`config.mk`:
```
export PLATFORM = sky130hd
export DESIGN_NAME = mmio_decoder
export DESIGN_NICKNAME = d
export VERILOG_FILES = /design/src/rtl/mmio_decoder.sv
export SDC_FILE = /design/constraint.sdc
export NUM_CORES = 1
export LEC_CHECK = 0
export CORE_AREA = 2 2 108 110
export CTS_BUF_LIST = sky130_fd_sc_hd__clkbuf_16
export DETAILED_ROUTE_END_ITERATION = 10
export DIE_AREA = 0 0 110 112
export GPL_TIMING_DRIVEN = 0
export MAX_ROUTING_LAYER = met4
export PLACE_DENSITY = 0.6
export SLEW_MARGIN = 20
export SYNTH_ARGS = -nofsm -noshare
export SYNTH_HDL_FRONTEND = slang
export SYNTH_SLANG_ARGS = --single-unit
```
`constraint.sdc`:
```
create_clock -name clk -period 3.2 [get_ports clk]
set_clock_uncertainty 0.15 [all_clocks]
set_input_delay 0.8 -clock clk [delete_from_list [all_inputs] [get_ports clk]]
set_output_delay 0.8 -clock clk [all_outputs]
set_load 0.05 [all_outputs]
```
`src/rtl/mmio_decoder.sv`:
```
// mmio_decoder: splits the CPU address space into RAM (addr MSB = 0) and a
// small memory-mapped I/O bank (addr MSB = 1).
// I/O offsets:
//   0 .. NUM_OUT-1 : output registers, readable and writable
//   NUM_OUT        : input port after a 2-flop synchroniser, read-only
//   NUM_OUT+1      : sticky rising-edge capture, write 1 to clear a bit
// Read data comes back one cycle after the address, which matches the
// latency of the registered RAM.
module mmio_decoder #(
    parameter int                ADDR_W  = 6,
    parameter int                DATA_W  = 8,
    parameter int                MEM_A   = 12,
    parameter int                NUM_OUT = 4,
    parameter logic [DATA_W-1:0] OUT_RST = '0
) (
    input  logic                      clk,
    input  logic                      reset_l,
    input  logic                      rw,
    input  logic [ADDR_W-1:0]         addr,
    input  logic [DATA_W-1:0]         cpu_wdata,
    output logic [DATA_W-1:0]         cpu_rdata,
    output logic                      ram_cs,
    output logic [MEM_A-1:0]          ram_addr,
    input  logic [DATA_W-1:0]         ram_rdata,
    output logic [NUM_OUT*DATA_W-1:0] out_port,
    output logic [NUM_OUT-1:0]        wr_pulse,
    input  logic [DATA_W-1:0]         in_port
);

    localparam int OFF_W = ADDR_W - 1;
    localparam logic [OFF_W-1:0] IN_OFF   = OFF_W'(NUM_OUT);
    localparam logic [OFF_W-1:0] EDGE_OFF = OFF_W'(NUM_OUT + 1);

    logic              io_sel;
    logic [OFF_W-1:0]  off;
    logic              wr_en;
    logic [NUM_OUT-1:0] wr_hit;
    logic [DATA_W-1:0] edge_clr;
    logic [DATA_W-1:0] edge_rise;
    logic [DATA_W-1:0] rd_val;

    logic [DATA_W-1:0] out_q [NUM_OUT];
    logic [NUM_OUT-1:0] wr_pulse_q;
    logic [DATA_W-1:0] sync1_q;
    logic [DATA_W-1:0] sync2_q;
    logic [DATA_W-1:0] sync3_q;
    logic [DATA_W-1:0] edge_q;
    logic              rd_io_q;
    logic [DATA_W-1:0] io_rdata_q;

    assign io_sel   = addr[ADDR_W-1];
    assign off      = addr[ADDR_W-2:0];
    assign wr_en    = io_sel & ~rw;
    assign ram_cs   = ~io_sel;
    assign ram_addr = MEM_A'(off);

    // Rising edges are seen between synchroniser stage 2 and an extra delay flop
    assign edge_rise = sync2_q & ~sync3_q;
    assign edge_clr  = (wr_en && off == EDGE_OFF) ? cpu_wdata : '0;

    // Per-channel write decode and read-data select; unmapped offsets read 0
    always_comb begin
        wr_hit = '0;
        rd_val = '0;
        for (int k = 0; k < NUM_OUT; k++) begin
            if (off == OFF_W'(k)) begin
                wr_hit[k] = wr_en;
                rd_val    = out_q[k];
            end
        end
        if (off == IN_OFF)   rd_val = sync2_q;
        if (off == EDGE_OFF) rd_val = edge_q;
    end

    // Flatten the output registers onto the channel bus
    always_comb begin
        out_port = '0;
        for (int k = 0; k < NUM_OUT; k++) begin
            out_port[k*DATA_W +: DATA_W] = out_q[k];
        end
    end

    // Output registers and their one-cycle write strobes
    always_ff @(posedge clk or negedge reset_l) begin
        if (!reset_l) begin
            for (int k = 0; k < NUM_OUT; k++) out_q[k] <= OUT_RST;
            wr_pulse_q <= '0;
        end else begin
            for (int k = 0; k < NUM_OUT; k++) begin
                if (wr_hit[k]) out_q[k] <= cpu_wdata;
            end
            wr_pulse_q <= wr_hit;
        end
    end

    // Input synchroniser, edge-delay flop and sticky edge register (set beats clear)
    always_ff @(posedge clk or negedge reset_l) begin
        if (!reset_l) begin
            sync1_q <= '0;
            sync2_q <= '0;
            sync3_q <= '0;
            edge_q  <= '0;
        end else begin
            sync1_q <= in_port;
            sync2_q <= sync1_q;
            sync3_q <= sync2_q;
            edge_q  <= (edge_q & ~edge_clr) | edge_rise;
        end
    end

    // Registered read select and I/O read data; captured on every bus cycle
    always_ff @(posedge clk or negedge reset_l) begin
        if (!reset_l) begin
            rd_io_q    <= 1'b0;
            io_rdata_q <= '0;
        end else begin
            rd_io_q    <= io_sel;
            io_rdata_q <= rd_val;
        end
    end

    assign wr_pulse  = wr_pulse_q;
    assign cpu_rdata = rd_io_q ? io_rdata_q : ram_rdata;

endmodule
```
==> results.tsv <==
stage	metric	value	unit
grt	grt_pass1_wl	12800	um
critical_path	path_common_cell	clkdlybuf4s50_1	
timing	clock.fmax	319	MHz
power_and_ir_drop	p_per_area	575	nW/um^2
timing	finalSetupTns	0	ns
drt	drt_iter0_markers	137	
critical_path	crit_chain	clkdlybuf4s50_1 -> mux2_2 -> clkdlybuf4s50_1	
placed_design	dp_hpwl	6010	um
critical_path	regToRegEndpoint	io_rdata_q[2]$_DFF_PN0_	
cts	cts_setup_buffers	0	
floorplanning	start_util	0.286	
drt	drc	0	
grt	grt_use_total	0.146	
drt	vias	2365	
drt	vias_per_cell	4.55	
synth	yosysWarnings	0	
flow_run	timing.max_cap.violations	0	
timing	hold_viol_final	0	
critical_path	end_kind	output port	
drt	wl_per_cell	15.7	um
critical_path	path_buf_inv	2	
grt	first_global_vias	2390	
cts	cts.path.max_buffers	2	
finish	syn2layout_area_growth	40.8	%
timing	rsz0062_at_grt	no	
critical_path	slowest_stage	clkdlybuf4s50_1	
min_path	worstHoldPathCells	0	
cts	clk_latency	0.34	ns
grt	antenna_found_initial	0	
critical_path	rr_worst_depth	3	
synth	synth_compound_area_frac	0.132	
critical_path	crit_family	buffers and inverters	
synth	syn_inst	272	
cts	hold_buffers	0	
synth	yosys.area_share.adder	0	
cts	cts.sinks	77	
timing	min_period_over_period	0.979	
timing	slew_headroom	0.456	
finish	layout-drive-gt1-share	0.156	
critical_path	cp.depth	3	
critical_path	startpoint_type	input port	
synth	synth_area	3190	um^2
synth	yosysUniqueCellTypes	29	
cts	cts.clk_slew.worst_paths	0.06	ns
critical_path	critical_path_arrival	2.18	ns
power_and_ir_drop	power	2590	uW
placed_design	io_buffers	82	
timing	fin_crit	3.13	ns
finish	final_util	0.402	
drt	drtAntennaViolNets	0	
critical_path	r2r_slack	1.90	ns
synth	ys_seq_area_frac	0.603	
finish	post-route-cell-area	4490	um^2
floorplanning	die_area	12300	um^2
power_and_ir_drop	leakage	0.00205	uW
finish	finalNetCount	405	
drt	first_pass_iters	4	
cts	cts_made_buffers	9	
synth	synth-seq-cells	77	
min_path	hp-start	sync1_q[6]$_DFF_PN0_	
placed_design	dpl_cell_area	4240	um^2
timing	slew_violations	0	
drt	drt-total-wl	8160	um
floorplanning	die_h	112	um
critical_path	worstSetupPathType	in2out	
synth	synthSimpleGateAreaFrac	0.0827	
synth	syn_area_per_cell	11.7	um^2
min_path	min_to	sync2_q[6]$_DFF_PN0_	
synth	yosys.area_share.xor_xnor	0.00274	
critical_path	slowest_delay	0.79	ns
outcome	outcome	complete, no violations	
cts	htree_levels	3	
grt	grt_max_degree	50	
min_path	hold_path_class	reg2reg	
critical_path	reg2reg_from	out_port[18]$_DFFE_PN0P_	
synth	synth_top_family_by_area	compound AO/OA/AOI/OAI gates	
floorplanning	rows	39	
finish	antennaDiodeCount	0	
floorplanning	boundaryPins	90	
power_and_ir_drop	ir_drop	215	uV
placed_design	gp_congestion	0.850	
grt	overflow	0	
floorplanning	die_x	110	um
critical_path	crit_required	2.25	ns
floorplanning	core-area	11200	um^2
timing	finalSetupViolCount	0	
cts	cts_tree	yes	
timing	worstMarginPinSlew	0.815	ns
synth	synthMuxAreaShare	0.110	
critical_path	crit_fanout	1	
cts	root_buffer	clkbuf_16	
[per-stage QoR]
stage | cells | hold WS, ns | setup WS, ns
finish | 520 | 0.197 | 0.0672
floorplan | 278 | 0.181 | 1.08
global route | 520 | 0.204 | 0.0208
global placement | 503 | 0.186 | -1.49
detailed placement | 504 | 0.185 | -0.186
CTS | 520 | 0.197 | 0.0591
[power breakdown]
group | switching, uW | leakage, uW | internal, uW
Combinational | 375 | 0.000955 | 212
Sequential | 59.4 | 0.000953 | 1050
Clock | 377 | 0.000139 | 512
Total | 812 | 0.00205 | 1770
[final cells by class]
class                           instances  area, um^2
Buffer                                 22         138
Clock buffer                            9         225
Clock inverter                          7        35.0
Fill cell                            1072        6680
Inverter                               21        78.8
Multi-Input combinational cell        158        1070
Sequential cell                        77        1930
Tap cell                              143         179
Timing Repair Buffer                   83         840
[worst max path at each step]
stage / startpoint / slack [ns] / to
2_1_floorplan: ram_rdata[0] / 1.08 / cpu_rdata[0]
3_3_place_gp: reset_l / -1.49 / wr_pulse[0]$_DFF_PN0_
3_5_place_dp: addr[2] / -0.19 / ram_addr[2]
4_1_cts: ram_rdata[1] / 0.06 / cpu_rdata[1]
5_1_grt: ram_rdata[4] / 0.02 / cpu_rdata[4]
6_report: ram_rdata[7] / 0.07 / cpu_rdata[7]
[sequential cells by signal, summed over array words and instances, names as in the netlist]
signal	cells
edge_q	8
io_rdata_q	8
out_port	32
rd_io_q	1
sync1_q	8
sync2_q	8
sync3_q	8
wr_pulse	4
[cell usage after synthesis (all sizes together)]
master	n	area (um^2)
nor3b	2	15.0
a22oi	7	52.6
a21oi	4	20.0
nand4	2	12.5
buf	16	115
mux2i	8	80.1
or3	1	6.26
xnor2	1	8.76
inv	21	78.8
or2	1	6.26
clkbuf	6	22.5
o21ai	40	200
and2b	2	15.0
dfrtp	77	1930
nand2	19	81.3
and2	1	6.26
conb	1	3.75
mux2	24	270
nor2b	2	12.5
nor4bb	1	10.0
nand3	1	5.00
o2bb2ai	8	70.1
a221o	8	80.1
and3b	3	26.3
nor2	16	67.6
[kinds of logic after synthesis]
logic type / Yosys count
compound gates: 67
buf+inv: 43
xor+xnor: 1
mux: 32
simple gates: 51
other cells: 1
flops: 77
[cell usage in the layout, fill, tap and decap left out, types with 2 or more instances in the layout]
cell	Yosys	final
mux2i_1	8	8
clkinv_2	0	3
inv_1	21	23
nand2_1	17	17
and3b_1	3	3
dlygate4sd2_1	0	5
buf_2	2	2
o2bb2ai_1	8	8
a21oi_1	4	4
clkdlybuf4s50_1	0	76
nor3b_1	2	2
o21ai_0	40	40
buf_4	14	15
clkbuf_16	0	9
mux2_2	24	24
conb_1	1	7
a22oi_1	7	7
nor2b_1	2	2
clkbuf_1	6	6
nand4_1	2	2
and2b_1	2	2
dfrtp_1	77	77
a221o_1	8	8
nor2_1	15	15
[metal layers]
layer / vias up / part of all wire / GRT usage
met2: 93 / 0.45 / 0.197
met4: 0 / 0.0076 / 0.0658
met3: 6 / 0.092 / 0.0492
met5: - / 0 / -
met1: 1138 / 0.45 / 0.196
li1: 1128 / - / -
[what timing repair did]
| action | CTS | global route |
|---|---|---|
| resized for setup | 5 | 0 |
| hold endpoints to repair | 0 | 0 |
| endpoints found under the setup margin | 5 | 0 |
No activity file was read; power rests on OpenSTA's default activity.
